## config.mk

```make
export PLATFORM = sky130hd
export DESIGN_NAME = dense_layer_mac
export DESIGN_NICKNAME = d
export VERILOG_FILES = /design/src/rtl/dense_layer_mac.sv
export SDC_FILE = /design/constraint.sdc
export NUM_CORES = 2
export LEC_CHECK = 0
export BUFFER_PORTS_ARGS = -buffer_cell sky130_fd_sc_hd__buf_2
export CORE_UTILIZATION = 55
export CTS_CLUSTER_DIAMETER = 150
export DETAILED_ROUTE_END_ITERATION = 12
export GPL_TIMING_DRIVEN = 0
export PLACE_DENSITY = 0.72
export SLEW_MARGIN = 20
export SYNTH_ARGS = -nofsm -noshare
export SYNTH_HDL_FRONTEND = slang
export SYNTH_SLANG_ARGS = --single-unit
export TNS_END_PERCENT = 5
```

## constraint.sdc

```tcl
create_clock -name clk -period 5.09 [get_ports clk]
set_clock_uncertainty 0.1 [all_clocks]
set_input_delay 0 -clock clk [delete_from_list [all_inputs] [get_ports clk]]
set_output_delay 0 -clock clk [all_outputs]
set_load 0.1 [all_outputs]
```

## src/rtl/dense_layer_mac.sv

```systemverilog
// Streams one x[j] plus a weight column per accepted beat into rows parallel MACs, then adds bias, floors, saturates.
// Result lands 1 cycle after the last beat (FINAL); in_ready is high only in ACCUM, so upstream stalls in all other states.
module dense_layer_mac #(
  parameter int datawidth = 11,
  parameter int rows      = 4,
  parameter int cols      = 4,
  parameter int frac      = 5
) (
  input  logic                        clk,
  input  logic                        rst_overall,
  input  logic                        rst_vals,
  input  logic                        start,
  input  logic                        in_valid,
  output logic                        in_ready,
  input  logic signed [datawidth-1:0] x_in,
  input  logic [rows*datawidth-1:0]   w_col,
  input  logic [rows*datawidth-1:0]   bias,
  output logic [rows*datawidth-1:0]   out,
  output logic                        layer_done
);

  localparam int accw = 2*datawidth + $clog2(cols) + 1;
  // Headroom for acc + shifted bias without wrap.
  localparam int sumw = ((accw > datawidth + frac) ? accw : datawidth + frac) + 1;
  localparam int cntw = (cols > 1) ? $clog2(cols) : 1;
  localparam logic [cntw-1:0] last_beat = cntw'(cols - 1);

  typedef enum logic [1:0] {IDLE, ACCUM, FINAL, DONE} state_t;

  state_t                 state;
  state_t                 state_nxt;
  logic [cntw-1:0]        cnt;
  logic signed [accw-1:0] acc  [rows];
  logic signed [accw-1:0] prod [rows];
  logic [rows*datawidth-1:0] sat_bus;

  assign in_ready   = (state == ACCUM);
  assign layer_done = (state == DONE);

  always_ff @(posedge clk or posedge rst_overall) begin
    if (rst_overall) state <= IDLE;
    else             state <= state_nxt;
  end

  always_comb begin
    state_nxt = state;
    if (rst_vals) begin
      state_nxt = IDLE;
    end else begin
      case (state)
        IDLE:    if (start) state_nxt = ACCUM;
        ACCUM:   if (in_valid && cnt == last_beat) state_nxt = FINAL;
        FINAL:   state_nxt = DONE;
        DONE:    if (start) state_nxt = ACCUM;
        default: state_nxt = IDLE;
      endcase
    end
  end

  always_comb begin : lane_math
    logic signed [datawidth-1:0]   w;
    logic signed [2*datawidth-1:0] p;
    logic signed [datawidth-1:0]   b;
    logic signed [sumw-1:0]        s;
    logic signed [sumw-1:0]        y;
    w = '0;
    p = '0;
    b = '0;
    s = '0;
    y = '0;
    sat_bus = '0;
    for (int r = 0; r < rows; r++) begin
      w       = w_col[r*datawidth +: datawidth];
      p       = x_in * w;
      prod[r] = {{(accw-2*datawidth){p[2*datawidth-1]}}, p};
      b       = bias[r*datawidth +: datawidth];
      s = {{(sumw-accw){acc[r][accw-1]}}, acc[r]}
        + ({{(sumw-datawidth){b[datawidth-1]}}, b} <<< frac);
      y = s >>> frac;
      // In range only when every bit above the output sign matches it.
      if (&y[sumw-1:datawidth-1] || ~|y[sumw-1:datawidth-1])
        sat_bus[r*datawidth +: datawidth] = y[datawidth-1:0];
      else if (y[sumw-1])
        sat_bus[r*datawidth +: datawidth] = {1'b1, {(datawidth-1){1'b0}}};
      else
        sat_bus[r*datawidth +: datawidth] = {1'b0, {(datawidth-1){1'b1}}};
    end
  end

  always_ff @(posedge clk or posedge rst_overall) begin
    if (rst_overall) begin
      cnt <= '0;
      out <= '0;
      for (int r = 0; r < rows; r++) acc[r] <= '0;
    end else if (rst_vals) begin
      cnt <= '0;
      out <= '0;
      for (int r = 0; r < rows; r++) acc[r] <= '0;
    end else begin
      case (state)
        IDLE, DONE: begin
          if (start) begin
            cnt <= '0;
            for (int r = 0; r < rows; r++) acc[r] <= '0;
          end
        end
        ACCUM: begin
          if (in_valid) begin
            for (int r = 0; r < rows; r++) acc[r] <= acc[r] + prod[r];
            cnt <= (cnt == last_beat) ? '0 : cnt + 1'b1;
          end
        end
        FINAL:   out <= sat_bus;
        default: ;
      endcase
    end
  end

endmodule

```

* Yosys cells after proc, flatten, opt, wreduce, memory -nomap -nowiden
Index checks and enable logic that the tools add are counted.
W data, S select, Z words.
** Operators by class
- Add/sub/neg operators :: 9
- Multipliers :: 4
- Divide/modulo/power cells :: 0
- $lt $le $gt $ge :: 0
- Equal/unequal tests :: 7
- Shift-type cells :: 0
- Mux-type cells :: 23
- Bitwise logic cells :: 0
- Reductions and logical operators :: 23
** Operator list (number)
- $mux W100 :: 3
- $pmux W100 S2 :: 1
- $add A25 B16 Y26 :: 4
- $add A25 B22 Y25 :: 4
- $mul A11 B11 Y22 :: 4
- $mux W11 :: 8
- $mux W44 :: 2
- $reduce_and A11 Y1 :: 4
- $reduce_or A11 Y1 :: 4
- $mux W2 :: 7
- $eq A2 B2 Y1 const B :: 3
- $pmux W2 S3 :: 1
- $logic_not A1 Y1 :: 4
- $logic_or A1 B1 Y1 :: 4
- $pmux W2 S2 :: 1
- $ne A3 B1 Y1 const B :: 1
- $ne A3 B2 Y1 const B :: 1
- $ne A3 B3 Y1 const B :: 1
- $reduce_and A3 Y1 :: 1
- $reduce_bool A3 Y1 :: 1
- $add A2 B1 Y2 const B :: 1
- $eq A2 B1 Y1 const B :: 1
- $logic_not A2 Y1 :: 1
- $reduce_and A2 Y1 :: 1
- other kinds (3) :: 3
** Word-level totals
- Register bits after elaboration :: 148
- Latch bits :: 0
- Memory bits (writable) :: 0
- ROM bits :: 0
- Input bits :: 104
- Logic and storage cells :: 73
- Memories kept :: 0

* Depth between registers and ports, before layout
- Depth after elaboration :: 7
- Depth in mapped cells :: 24
- Mapped depth without buffers :: 22

* Worst setup path before layout
OpenSTA, ideal clock, no wires.
- Kind :: input-to-reg
- Start :: input x_in[10]
- End :: register acc[23] in the netlist's numbering
- Library setup time :: 122 ps
- Data arrival time :: 5955 ps
- Data required time :: 4868 ps
- Setup slack :: -1086 ps
- Cell stages on the path :: 21
- Cell sequence :: clkbuf_1 > clkbuf_1 > and2_1 > fa_1 > inv_1 > fa_1 > fa_1 > inv_1 > fa_1 > inv_1 > fa_1 > inv_1 > ha_1 > or2_2 > a21o_1 > a31oi_1 > o21ai_0 > a41oi_1 > a2111oi_0 > or3_1 > a32o_1
** On the way
- Word-level cells in the longest chain between the ends :: 5
** Ends and longest elaborated chain
- start: declaration :: line 15 : input logic signed [datawidth-1:0] x_in,
- $mul A11 B11 Y22 :: line 74 : p = x_in * w;
- $add A25 B22 Y25 :: line 109 : for (int r = 0; r < rows; r++) acc[r] <= acc[r] + prod[r];
- $mux W100 :: line 108 : if (in_valid) begin
- $pmux W100 S2 :: line 100 : case (state)
- $mux W100 :: line 95 : end else if (rst_vals) begin
- end: declaration :: line 33 : logic signed [accw-1:0] acc [rows];
No other way between the ends. The select of a mux whose other input is x is not followed.
A chain may end at the register's enable or synchronous reset.

* Worst setup path in the final report
- Start :: register acc[55] in the netlist's numbering
- End :: register acc[74] in the netlist's numbering
** On the way
- Word-level cells in the longest chain between the ends :: 4
** Ends and longest elaborated chain (line)
- $add A25 B22 Y25 :: 109
- $mux W100 :: 108
- $pmux W100 S2 :: 100
- $mux W100 :: 95
No other way between the ends. The select of a mux whose other input is x is not followed.

==> flow_metrics.tcl <==
set metrics [dict create \
    status "finished, violations left" \
    violations "setup timing" \
    drc 0 \
    drive_gt1_share_pct 10.43 \
    cts_buffers 17 \
    viasPerCell 5.556 \
    worstSetupEndpointType "register" \
    max_freq_ghz 0.1830 \
    start_util_pct 55.84 \
    yosysMostFrequentCell "inv_1" \
    synth_area_leaders "fa_1 (36%), ha_1 (13%), dfrtp_1 (11%)" \
    root_buffer "clkbuf_16" \
    crit_slowest_cell "fa_1" \
    synthTopCellsByCount "inv_1 (942), fa_1 (616), nand2_1 (413)" \
    clk_latency_ns 0.52 \
    crit_top_cell "inv_2" \
    grt_first_pass_wirelength_mm 148.7 \
    ys_ff_latch 148 \
    gp_congestion 0.9166 \
    ys_types 71 \
    route.vias.total 26630 \
    arrival_ns 5.74 \
    dr.pass1.iters 5 \
    row_count 90 \
    cts_max_level 4 \
    nets 5060 \
    drtAntennaViolNets 0 \
    period_minus_slack_ns 5.465 \
    cp-start-kind "register" \
    drv_slew 0 \
    worstPathCellList "inv_2, fa_1, inv_2, ha_4, inv_2, fa_1, inv_2, ha_4, inv_2, fa_1, inv_2, fa_2, a21oi_4, o21bai_4, a2111oi_4, or4_4, a31oi_4, a221o_1, or4_4, a31oi_4, xnor2_1, o21ai_1" \
    synth-seq-area-share_pct 10.95 \
    required_ns 5.36 \
    path_clk_slew_ns 0.09 \
    cts.sinks 148 \
    grt_antenna_before_repair 9 \
    grt_usage_pct 31.03 \
    fin_area_mm2 0.03763 \
    hpwlAfterDp_mm 73.24 \
    synthToLayoutAreaGrowth_pct 11.24 \
    max_stage_delay_ns 0.55 \
    regArea_mm2 0.003724 \
    io_pins 150 \
    critPathMaxFanout 2 \
    drtIter0Drc 2050 \
    hold_class "input pin to register" \
    fillers 5224 \
    syn_nets 4838 \
    tritoncts "built" \
    syn-cell-area_mm2 0.03383 \
    core_mm2 0.06058 \
    grt_pass1_vias 27690 \
    async_flop_share_pct 100.0 \
    clockBufferDepth 2 \
    portBuffers 139 \
    syn-mean-instance-area_um2 8.965 \
    setup_ws_ns -0.3755 \
    yosysTopAreaCell "fa_1" \
    multi_input_area_mm2 0.02668 \
    synthFlopType "dfrtp_1" \
    max_cap_violations 0 \
    cp_num_buf_inv 6 \
    grt_max_degree 90 \
    grt_overflow_total 0 \
    syn_inst 3774 \
    post_dp_cell_area_mm2 0.03595 \
    maxSlewHeadroom_pct 20.96 \
    path_class "register to register" \
    worstMarginPinSlew_ns 1.183 \
    avgRoutedWirePerCell_um 19.15 \
    setup_viol 19 \
    die_w_um 250.0 \
    path_delay_family "adder cells" \
    dieArea_mm2 0.06251 \
    synth_top_area_share_pct 36.45 \
    rsz0062_at_grt "true" \
    ys_warn_count 0 \
    routed_wl_mm 91.77 \
    die_y_um 250.0 \
    hold_viol_final 0 \
    fin_crit_sh_pct 107.4 \
    synth_edf_count 0 \
]
layout make-up:
class | instances | share of cell area, %
Multi-Input combinational cell | 2540 | 70.90
Clock buffer | 18 | 1.167
Tap cell | 782 | 2.600
Sequential cell | 148 | 9.894
Inverter | 942 | 9.415
Timing Repair Buffer | 205 | 3.458
Buffer | 142 | 2.065
Clock inverter | 14 | 0.4887
Antenna cell | 2 | 0.01330
cells by family after synthesis:
| family | after synthesis | share of synthesized area [%] |
|---|---|---|
| multiplexers | 13 | 0.4031 |
| AO/OA/AOI/OAI | 542 | 10.94 |
| AND/OR/NAND/NOR | 868 | 12.40 |
| buffers and inverters | 1086 | 12.07 |
| XOR/XNOR | 157 | 4.064 |
| adder cells (fa/ha/maj) | 960 | 49.17 |
| flip-flops | 148 | 10.95 |
layout by cell type, fill, tap and decap left out, types with 13 or more instances in the layout:
master,instances
a211oi_1,20
o31ai_1,13
clkbuf_1,82
xnor2_1,110
a21o_1,49
buf_4,31
dlygate4sd3_1,36
nand4_1,16
a31oi_1,14
ha_4,17
dfrtp_1,132
clkbuf_16,17
clkbuf_8,16
nor2_1,79
inv_2,15
a21oi_2,20
clkbuf_4,15
inv_1,926
o21a_1,14
a21oi_1,93
dfrtp_2,16
o21ai_0,115
clkbuf_2,21
and2_1,153
a22o_1,29
xor2_1,47
ha_1,325
buf_2,142
nand2_1,410
o21bai_1,21
fa_1,609
nor3_1,32
nand2b_1,23
a221o_1,30
nor2b_1,50
nand3_1,26
sequential cells by signal (all words and copies together) (netlist names):
name / count
cnt: 2
state: 2
out: 44
acc: 100
final timing paths:
path | startpoint | end | slack, ns | depth (start not counted)
setup / recovery | acc[55] | acc[74] | -0.38 | 22
hold / removal | bias[27] | out[27] | 0.03 | 4
setup reg to reg | acc[55] | acc[74] | -0.38 | 22
hold reg to reg | acc[3] | acc[3] | 0.39 | 2
max in group asynchronous | rst_overall | acc[80] | 3.38 | 5
min in group asynchronous | rst_overall | out[42] | 0.58 | 4
through the flow:
| step | setup TNS, ns | hold WS [ns] | instances | worst slack, ns | utilization, % |
|---|---|---|---|---|---|
| CTS | -2.693 | 0.006480 | 4791 | -0.3469 | 61.89 |
| global placement | -237.86 | 0.2422 | 4695 | -1.463 | 59.27 |
| floorplan | -0.4968 | 0.1095 | 3774 | -0.09149 | - |
| global route | -6.901 | 0.05059 | 4792 | -0.5616 | 62.12 |
| detailed placement | -47.23 | -0.03588 | 4696 | -1.476 | 59.34 |
| finish | -2.438 | 0.02879 | 4793 | -0.3755 | 62.12 |
worst min-delay path, cell delays in order:
cell and delay, ns:
buf_2 0.09, ha_1 0.21, xor2_1 0.09, o221a_2 0.22
routing by layer:
layer | vias up | global-route usage (%) | share of wire (%)
met3 | 184 | 7.311 | 8.3
li1 | 12140 | - | -
met2 | 894 | 48.80 | 46
met4 | 12 | 13.06 | 4.4
met5 | - | 0 | 0.15
met1 | 13400 | 41.17 | 41
timing repair:
item                                    in CTS  in global routing
hold buffers                                36                  0
endpoints found under the setup margin      42                 33
endpoints found under the hold margin      180                  0
resized for setup                          102                 37
buffers inserted                            29                  0
pin swaps                                   52                 11
Power is left out: the tool's default activity adds up to more than one toggle a clock period on the data nets, which glitch-free logic cannot reach.
